File: src/rtl/mips_alu_bit_serial_seq.sv
// Bit-serial W-bit MIPS ALU: one combinational 1-bit slice is reused LSB first,
// with carry, bit index, result shift register and SLT resolution held here.
module mips_alu_1bit (
    input  logic       ai,
    input  logic       bi,
    input  logic       ci,
    input  logic       lessi,
    input  logic [2:0] alu_op,
    output logic       ri,
    output logic       ci_1
);
    logic bx;
    logic sum;

    always_comb begin
        bx   = bi ^ alu_op[2];
        sum  = ai ^ bx ^ ci;
        ci_1 = (ai & bx) | (ai & ci) | (bx & ci);
        case (alu_op[1:0])
            2'b00:   ri = ai & bx;
            2'b01:   ri = ai | bx;
            2'b10:   ri = sum;
            default: ri = lessi;
        endcase
    end
endmodule

module mips_alu_bit_serial_seq #(
    parameter int WIDTH = 32
) (
    input  logic             clk,
    input  logic             rst_n,
    input  logic             start,
    input  logic [2:0]       alu_op,
    input  logic [WIDTH-1:0] a,
    input  logic [WIDTH-1:0] b,
    output logic             busy,
    output logic             done,
    output logic [WIDTH-1:0] result,
    output logic             zero,
    output logic             carry_out,
    output logic             overflow
);
    localparam int IDX_W = $clog2(WIDTH);
    localparam logic [IDX_W-1:0] LAST = IDX_W'(WIDTH - 1);

    typedef enum logic [1:0] {IDLE, RUN, DONE} state_t;

    state_t           state;
    state_t           state_nx;
    logic [IDX_W-1:0] idx;
    logic             carry;
    logic [WIDTH-1:0] res_sr;
    logic [WIDTH-1:0] a_q;
    logic [WIDTH-1:0] b_q;
    logic [2:0]       op_q;

    logic [2:0]       slice_op;
    logic             s_ri;
    logic             s_co;
    logic             last_bit;
    logic             ovf_v;
    logic [WIDTH-1:0] fin_result;
    logic             fin_c;
    logic             fin_v;

    // SLT runs the slice as a subtract; the less-than bit is resolved at the MSB.
    assign slice_op = (op_q == 3'b111) ? 3'b110 : op_q;
    assign last_bit = (idx == LAST);

    mips_alu_1bit u_slice (
        .ai     (a_q[idx]),
        .bi     (b_q[idx]),
        .ci     (carry),
        .lessi  (1'b0),
        .alu_op (slice_op),
        .ri     (s_ri),
        .ci_1   (s_co)
    );

    always_ff @(posedge clk) begin
        if (!rst_n) state <= IDLE;
        else        state <= state_nx;
    end

    always_comb begin
        state_nx = state;
        busy     = 1'b0;
        done     = 1'b0;
        case (state)
            IDLE: if (start) state_nx = RUN;
            RUN: begin
                busy = 1'b1;
                if (last_bit) state_nx = DONE;
            end
            DONE: begin
                busy     = 1'b1;
                done     = 1'b1;
                state_nx = IDLE;
            end
            default: state_nx = IDLE;
        endcase
    end

    // Final value as seen at the MSB edge: carry is the carry into the MSB, s_co the final carry.
    always_comb begin
        fin_result            = res_sr;
        fin_result[WIDTH-1]   = s_ri;
        ovf_v                 = carry ^ s_co;
        fin_c                 = 1'b0;
        fin_v                 = 1'b0;
        case (op_q)
            3'b000, 3'b001: ;
            3'b010, 3'b110: begin
                fin_c = s_co;
                fin_v = ovf_v;
            end
            3'b111: begin
                fin_result    = '0;
                fin_result[0] = s_ri ^ ovf_v;
            end
            default: fin_result = '0;
        endcase
    end

    always_ff @(posedge clk) begin
        if (state == IDLE && start) begin
            a_q  <= a;
            b_q  <= b;
            op_q <= alu_op;
        end
    end

    always_ff @(posedge clk) begin
        if (!rst_n) begin
            idx       <= '0;
            carry     <= 1'b0;
            res_sr    <= '0;
            result    <= '0;
            zero      <= 1'b0;
            carry_out <= 1'b0;
            overflow  <= 1'b0;
        end else begin
            case (state)
                IDLE: if (start) begin
                    carry  <= alu_op[2];
                    idx    <= '0;
                    res_sr <= '0;
                end
                RUN: begin
                    res_sr[idx] <= s_ri;
                    carry       <= s_co;
                    idx         <= last_bit ? '0 : idx + 1'b1;
                    if (last_bit) begin
                        result    <= fin_result;
                        zero      <= (fin_result == '0);
                        carry_out <= fin_c;
                        overflow  <= fin_v;
                    end
                end
                default: ;
            endcase
        end
    end
endmodule

File: config.mk
export PLATFORM = sky130hd
export DESIGN_NAME = mips_alu_bit_serial_seq
export DESIGN_NICKNAME = d
export VERILOG_FILES = /design/src/rtl/mips_alu_bit_serial_seq.sv
export SDC_FILE = /design/constraint.sdc
export NUM_CORES = 1
export LEC_CHECK = 0
export ABC_AREA = 1
export CORE_ASPECT_RATIO = 1.2
export CORE_MARGIN = 8
export CORE_UTILIZATION = 50
export CTS_BUF_LIST = sky130_fd_sc_hd__clkbuf_4 sky130_fd_sc_hd__clkbuf_8 sky130_fd_sc_hd__clkbuf_16
export DETAILED_ROUTE_END_ITERATION = 6
export HOLD_SLACK_MARGIN = 0.02
export PLACE_DENSITY_LB_ADDON = 0.08
export REMOVE_ABC_BUFFERS = 1
export SLEW_MARGIN = 10
export SYNTH_ARGS = -nofsm -noshare
export SYNTH_HDL_FRONTEND = slang
export SYNTH_SLANG_ARGS = --single-unit
File: constraint.sdc
create_clock -name clk -period 3 [get_ports clk]
set_clock_uncertainty 0.05 [all_clocks]
set_input_delay 0.6 -clock clk [delete_from_list [all_inputs] [get_ports clk]]
set_output_delay 0.6 -clock clk [all_outputs]
set_load 0.05 [all_outputs]
# --- Word level (Yosys, flattened, before mapping) ---
# Index checks and enable logic that the tools add are counted.
op_classes:
  shift: 0
  multipliers: 0
  n_reduce_logical: 13
  n_eq_ne: 11
  div: 0
  addsub: 1
  n_mux: 24
  n_bitwise: 11
  n_lt_le_gt_ge: 2
op_table:
  columns: ["op", "n"]
  rows:
  - ["$pmux 32 s2", 2]
  - ["$bwmux 32", 1]
  - ["$logic_not 32->1", 1]
  - ["$mux 32", 1]
  - ["$bmux 1 s5", 2]
  - ["$mux 5", 2]
  - ["$pmux 5 s2", 1]
  - ["$mux 1", 8]
  - ["$eq 3x3->1 const B", 2]
  - ["$lt 5x6->1 const B", 1]
  - ["$reduce_and 2->1", 3]
  - ["$add 5x1->5 const B", 1]
  - ["$demux 1 s5", 1]
  - ["$eq 5x5->1 const B", 1]
  - ["$ge 5x1->1 const B", 1]
  - ["$xor 1x1->1", 5]
  - ["$eq 2x1->1 const B", 2]
  - ["$eq 2x2->1 const B", 2]
  - ["$logic_not 2->1", 2]
  - ["$mux 2", 2]
  - ["$ne 2x2->1 const B", 2]
  - ["$pmux 2 s2", 1]
  - ["$reduce_or 2->1", 2]
  - ["$reduce_or 4->1", 1]
  - ["other kinds (10)", 15]
word_totals:
  latchBits: 0
  mem_bits_ro: 0
  register_bits: 142
  ramBits: 0
  elab_cells: 73
  n_memories: 0
  output_inout_bits: 37
  input_bits: 70

# --- Longest topological paths before layout ---
# Gate-level depths: netlist of run 1.
depth:
  word_depth: 10
  ltp_mapped: 24

# --- Modules after synthesis ---
# From an unflattened synthesis of run 1, not the netlist that was laid out.
unflattened:
  cells_unflattened: 636
  area_unflattened_um2: 5984.5
by_module_without_submodules:
  columns: ["module", "area_per_inst_um2", "instances", "cells_per_inst", "seq_area_each_um2"]
  rows:
  - ["mips_alu_bit_serial_seq", 5875.6, 1, 618, 3493.4]
  - ["mips_alu_1bit", 108.9, 1, 18, 0.0]

# --- Least setup slack after synthesis of run 1 ---
# No wires, ideal clock.
synth_path:
  kind: "flip-flop to flip-flop"
  start: "register state[0]"
  end: "register idx[2]"
  path_stages_with_launch: 8
  setup_ps: 119
  path_slack_ps: 399
  path_buffers: 0
  t_arrival_ps: 2432
  period_less_slack_ps: 2601
  path_cell_list: "dfxtp_1 inv_1 ha_1 nand2_1 inv_1 nand2_1 nand3_1 nor3_1"
synth_via:
  elab_chain_cells: 3
  elab_cells_between_ends: 6
  cone_classes: "eq/ne (2); mux (1); reduce/logical (3)"
synth_rtl:
  columns: ["element", "line", "rtl"]
  rows:
  - ["from (decl)", "49", "state_t state;"]
  - ["from (signal assigned)", "83", "else state <= state_nx;"]
  - ["$eq 2x1->1 or $logic_not 2->1 (tied branches)", "144", "case (state)"]
  - ["$reduce_bool 2->1 (no source line) or $ne 2x2->1 (tied branches)", null, null]
  - ["$reduce_and 2->1 (no source line)", null, null]
  - ["to (signal assigned)", "153", "idx <= last_bit ? '0 : idx + 1'b1;"]
  - ["to (decl)", "51", "logic [IDX_W-1:0] idx;"]
# Parallel ways exist; a longest one is shown, timed or not.
# A chain may end at the register's enable or synchronous reset.

# --- Worst setup path in the final report of run 1 ---
layout_path:
  start: "register idx[0]"
  end: "register result[0]"
layout_via:
  elab_chain_cells: 9
  elab_cells_between_ends: 19
  cone_classes: "eq/ne (1); mux (6); bitwise (11); reduce/logical (1)"
layout_rtl:
  columns: ["element", "line", "rtl"]
  rows:
  - ["$bmux 1 s5", "73", ".bi (b_q[idx]),"]
  - ["$mux 1 (implied by the code)", "73", null]
  - ["$xor 1x1->1", "16", "bx = bi ^ alu_op[2];"]
  - ["$and 1x1->1", "18, 20", null]
  - ["$or 1x1->1 (2 in a row)", "18", "ci_1 = (ai & bx) | (ai & ci) | (bx & ci);"]
  - ["$xor 1x1->1", "109", "ovf_v = carry ^ s_co;"]
  - ["$xor 1x1->1", "120", "fin_result[0] = s_ri ^ ovf_v;"]
  - ["$pmux 32 s2", "112", "case (op_q)"]
  - ["to (signal assigned)", "155", "result <= fin_result;"]
  - ["to (decl)", "39", "output logic [WIDTH-1:0] result,"]
# Parallel ways exist; a longest one is shown, timed or not. The select of a mux whose other input is x is not followed.

==> results of run 1 <==
-- repair_timing --
action,CTS,global route
setup endpoints to repair,0,33
hold buffers,0,0
setup buffers,0,3
gates resized for setup,0,22
-- worst min path at each step --
stage / start / end / slack, ns / depth (start not counted)
6_report: overflow / overflow / 0.41 / 2
4_1_cts: overflow / overflow / 0.42 / 2
3_5_place_dp: overflow / overflow / 0.41 / 2
5_1_grt: res_sr[22] / result[22] / 0.45 / 2
3_3_place_gp: overflow / overflow / 0.41 / 2
2_1_floorplan: res_sr[21] / result[21] / 0.39 / 2
-- critical path, cell delays in order (launching register included) --
cell      delay [ns]
dfxtp_2         0.36
inv_2           0.09
buf_12          0.17
o21ai_0         0.16
o21ai_1         0.10
nand2_1         0.06
nand2_1         0.06
nor2_2          0.12
nand3_1         0.08
nand2_1         0.09
inv_1           0.07
fa_2            0.55
nand2_4         0.08
a21oi_1         0.15
nor2_1          0.07
nor2_1          0.14
nand2_1         0.08
o211ai_1        0.10
inv_1           0.06
-- cells in the mapped netlist (5+ instances only) --
cell / n
o22ai_1: 9
clkbuf_1: 7
a221oi_1: 7
dfxtp_1: 74
nor2_1: 67
o21ai_1: 9
ha_1: 10
edfxtp_1: 67
buf_2: 17
nand2_1: 105
a211oi_1: 20
o21ai_0: 69
nand3_1: 22
buf_4: 5
a21oi_1: 65
inv_1: 39
-- power by group through the flow --
| stage | logic (W) | registers, W | clock network [W] |
|---|---|---|---|
| final | 0.000456 | 0.00212 | 0.00202 |
| after global routing | 0.000503 | 0.00213 | 0.00213 |
| after CTS | 0.000423 | 0.00212 | 0.00205 |
| after detailed placement | 0.000421 | 0.00216 | 0 |
| after global placement | 0.000412 | 0.00216 | 0 |
| after floorplan | 0.000210 | 0.00217 | 0 |
-- registers in the layout, indices dropped and copies added, names as in the netlist --
| name | flops |
|---|---|
| a_q | 32 |
| carry | 1 |
| b_q | 32 |
| result | 32 |
| res_sr | 31 |
| op_q | 3 |
| idx | 5 |
| state | 2 |
| carry_out | 1 |
| zero | 1 |
| overflow | 1 |
-- routing by layer --
metal,up-vias,part of all wire,track usage
met5,-,0,0
met4,0,0.030,0.0958
met3,35,0.057,0.0540
met2,150,0.51,0.329
met1,2244,0.41,0.215
li1,2403,-,-
-- final cells by class --
cell class	instances	area, sq um
Timing Repair Buffer	128	1270
Timing Repair inverter	1	7.51
Clock buffer	17	425
Multi-Input combinational cell	408	2120
Inverter	43	165
Sequential cell	141	3500
Clock inverter	15	146
Fill cell	965	3740
Tap cell	157	196
-- through the flow --
stage                     utilization  setup slack (ns)  hold slack (ns)  TNS (ns)
after CTS                       0.668             0.100            0.416         0
after floorplan                     -            -0.193            0.388     -1.30
after detailed placement        0.619             0.165            0.408         0
final                           0.677             0.233            0.415         0
after global placement          0.619             0.231            0.409         0
after global routing            0.677           -0.0257            0.446   -0.0300
-- cell families (layout without fill, tap and decap cells) --
family	count (synthesis)	after routing	synth area share
buf+inv	76	204	0.0601
compound gates	183	183	0.173
fa+ha+maj	11	11	0.0245
simple gates	213	213	0.150
xor+xnor	1	1	0.00148
flops	141	141	0.591
==> impl_metrics.yaml, run 1 <==
logic_synthesis:
  synth_cell_type_count: 30
  netlist_area_sq_um: 5910
  yosysTopAreaCell: "edfxtp_1"
  synth_area_per_cell_sq_um: 9.46
  async_flop_share: 0
  synth_area_leaders: "edfxtp_1 (34%), dfxtp_1 (25%), nand2_1 (6.7%)"
  synth_edf_count: 67
  ys_seq_area_frac: 0.591
  synth_top_cell_area_share: 0.340
  synthFlopType: "dfxtp_1"
  yosysWarnings: 0
  netlist_instances: 625
  synth-seq-cells: 141
route:
  viasPerCell: 5.31
  drt_iter0_drc: 294
  route.detailed.drc: 0
  dr.pass1.iters: 4
  drt_wl_total_microns: 14600
  detail-route-antenna-nets: 0
  routedWlPerCell_microns: 16.0
  dr_total_vias: 4832
clocking:
  tritoncts: "built"
  clockBufferDepth: 2
  cts-root-buf: "clkbuf_16"
  cts_made_buffers: 17
  clkTransAtPathRegs_ns: 0.06
  htree_levels: 4
  clock_latency_ns: 0.42
  cts.sinks: 141
timing:
  hold_violations: 0
  period_minus_slack_ns: 2.77
  worst_pin_slew_ns: 0.763
  fmax_mhz: 361
  slew_headroom: 0.491
  setup_viol: 0
  period_share: 0.922
  slew_viol_final: 0
placed_design:
  numPortBuffers: 106
  placed_area_sq_um: 7160
  gp_congestion: 0.862
  hpwlAfterDp_microns: 10400
  post-place-cells: 874
global_routing:
  grt_pass1_vias: 4904
  grt_max_degree: 65
  antenna_found_initial: 0
  grt_pass1_wl_microns: 23500
  gr-total-overflow: 0
  gr-usage-all-layers: 0.193
setup_path:
  critPathLaunch: "idx[0]"
  worstPathRequired_ns: 3.25
  criticalPathCategory: "flop to flop"
  ff2ff_setup_slack_ns: 0.23
  reg2regPathDepth: 18
  cp-endpoint: "result[0]"
  cp.arrival_ns: 3.02
  r2r-end: "result[0]"
  r2r-start: "idx[0]"
  crit_fanout: 26
  start_kind: "flop"
  cp-end-kind: "flop"
floorplan:
  design.portCount: 107
  die_height_microns: 135
  dieArea_sq_um: 15600
  initial_core_util: 0.511
  rows: 43
  die_w_microns: 115
  coreArea_sq_um: 11600
pwr:
  p_leak_nw: 2.91
  power_w: 0.00460
  clockPowerShare: 0.439
  irDropWorstVdd_mv: 0.348
  switchingPower_w: 0.00110
  power_frac_comb: 0.099
  p_per_area_nw_per_um2: 588
  swShare: 0.239
  p_int_w: 0.00350
  seqPwrFrac: 0.462
run:
  maxCapViolations: 0
finish:
  finalInstanceArea_sq_um: 7830
  n_antenna_cell: 0
  final_common_cell: "clkdlybuf4s50_1"
  synthToLayoutAreaGrowth_pct: 32.4
  final_net_count: 821
  layout_common_cells: "clkdlybuf4s50_1 (106), nand2_1 (104), dfxtp_1 (69)"
  drive_gt1_frac: 0.109
  fin_cells: 910
outcome:
  status: "completed"
hold_path:
  hold_class: "flop to flop"
No activity file was read; power rests on OpenSTA's default activity.
==> inputs of run 2 (changes only) <==
--- a/config.mk
+++ b/config.mk
@@ -7,7 +7,7 @@
 export LEC_CHECK = 0
 export ABC_AREA = 1
 export CORE_ASPECT_RATIO = 1.2
-export CORE_MARGIN = 8
+export CORE_MARGIN = 2
 export CORE_UTILIZATION = 50
 export CTS_BUF_LIST = sky130_fd_sc_hd__clkbuf_4 sky130_fd_sc_hd__clkbuf_8 sky130_fd_sc_hd__clkbuf_16
 export DETAILED_ROUTE_END_ITERATION = 6
==> run 2 against run 1 <==
Against the previous run: design area rose by 0.22%; via count barely moved; global-route usage rose by 4.0 points.
==> impl_metrics.yaml, run 2 (synthesis results as in run 1) <==
floorplan:
  design.portCount: 107
  rows: 43
  initial_core_util: 0.511
  die_height_microns: 123
  die_w_microns: 103
  coreArea_sq_um: 11600
  dieArea_sq_um: 12700
clocking:
  cts_made_buffers: 17
  htree_levels: 4
  ctsResizeCount: 0
  clock_latency_ns: 0.41
  cts_hold_buf: 0
  cts_setup_buffers: 0
  cts.sinks: 141
  tritoncts: "built"
  clockBufferDepth: 2
  cts-root-buf: "clkbuf_16"
  clkTransAtPathRegs_ns: 0.06
hold_path:
  hold_path_end: "result[21]"
  hold_class: "flop to flop"
  hp-start: "res_sr[21]"
  hold_depth: 2
pwr:
  p_leak_nw: 2.95
  irDropWorstVdd_mv: 0.318
  swShare: 0.228
  seqPwrFrac: 0.446
  switchingPower_w: 0.00109
  power_frac_comb: 0.093
  power_w: 0.00477
  clockPowerShare: 0.461
  p_int_w: 0.00368
  p_per_area_nw_per_um2: 608
finish:
  n_antenna_cell: 0
  final_common_cell: "clkdlybuf4s50_1"
  utilization: 0.678
  layout_common_cells: "clkdlybuf4s50_1 (106), nand2_1 (103), dfxtp_1 (72)"
  drive_gt1_frac: 0.106
  fillers: 940
  synthToLayoutAreaGrowth_pct: 32.7
  final_net_count: 822
  top_regs: "a_q x32, b_q x32, result x32"
placed_design:
  hpwlAfterDp_microns: 10200
  numPortBuffers: 106
  gp_congestion: 0.882
setup_path:
  crit_fanout: 9
  critPathMaxStageDelay_ns: 0.51
  crit_family: "simple AND/OR/NAND/NOR gates"
  criticalPathCategory: "flop to flop"
  start_kind: "flop"
  cpMaxStageDelayCell: "dfxtp_1"
  r2r-start: "idx[4]"
  ff2ff_setup_slack_ns: 0.14
  critPathLaunch: "idx[4]"
  r2r-end: "res_sr[10]"
  cp.arrival_ns: 3.07
  worstPathRequired_ns: 3.21
  cpMostUsedCell: "nand2_1"
  reg2regPathDepth: 15
  crit_buf_inv: 3
  path_cells: "inv_1 -> nor3_2 -> buf_4 -> nand2_1 -> nand2_1 -> nor2_2 -> nand2_1 -> nand2_1 -> nand2_1 -> inv_1 -> fa_1 -> nand2_2 -> nand2_4 -> nor4_2 -> a211oi_1"
  cp-end-kind: "flop"
  worst-path-stages: 15
global_routing:
  grt_pass1_vias: 4663
  grt_max_degree: 55
  grt_pass1_wl_microns: 22200
  gr-total-overflow: 0
  antenna_found_initial: 0
  gr-usage-all-layers: 0.232
timing:
  fmax_mhz: 349
  setup_viol: 0
  period_share: 0.955
  period_minus_slack_ns: 2.86
  worst_pin_slew_ns: 0.697
  setup-tns-final_ns: 0
  hold_violations: 0
  slew_headroom: 0.535
  slew_viol_final: 0
route:
  drt_iter0_drc: 249
  viasPerCell: 5.31
  route.detailed.drc: 0
  drt_wl_total_microns: 14200
  dr_total_vias: 4831
  detail-route-antenna-nets: 0
  dr.pass1.iters: 7
  routedWlPerCell_microns: 15.6
outcome:
  status: "completed"
run:
  maxCapViolations: 0
[run 2: power groups by stage]
stage	Combinational, W	Sequential, W	Clock, W
after global placement	0.000418	0.00216	0
after global routing	0.000489	0.00213	0.00231
after detailed placement	0.000427	0.00217	0
after floorplan	0.000210	0.00217	0
after CTS	0.000430	0.00212	0.00223
final	0.000443	0.00213	0.00220
[run 2: final cells by class]
class	instances	area, sq um	share of cell area
tap	157	196	0.0250
timing repair buffer	130	1280	0.163
clock buffer	18	433	0.0552
clock inverter	13	191	0.0244
sequential	141	3500	0.445
multi-input combinational	408	2090	0.266
inverter	43	161	0.0206
[run 2: worst min-delay path, cell delays in order, from the launching register on]
cell     delay (ns)
dfxtp_1        0.31
nand2_1        0.06
a21oi_1        0.05
[run 2: how the worst max path moves through the flow]
stage,end,slack (ns)
finish,res_sr[10],0.14
global route,zero,-0.04
CTS,res_sr[10],0.007
detailed placement,res_sr[18],0.08
global placement,res_sr[10],0.13
floorplan,result[0],-0.19
[run 2: metal layers]
layer | GRT usage | vias up | routed length, microns | share of wire
met4 | 0.105 | 0 | 385 | 0.027
met5 | 0 | - | 0 | 0
met2 | 0.400 | 177 | 7340 | 0.52
met3 | 0.0497 | 30 | 879 | 0.062
li1 | - | 2402 | - | -
met1 | 0.276 | 2222 | 5550 | 0.39
[run 2: metrics by stage]
step / hold WS (ns) / instance area [sq um] / setup WS (ns) / std cells
after detailed placement: 0.407 / 7190 / 0.0770 / 879
final: 0.413 / 7850 / 0.136 / 910
after CTS: 0.415 / 7820 / 0.00739 / 910
after global routing: 0.450 / 7850 / -0.0420 / 910
after global placement: 0.407 / 7190 / 0.131 / 879
after floorplan: 0.388 / 5720 / -0.193 / 592
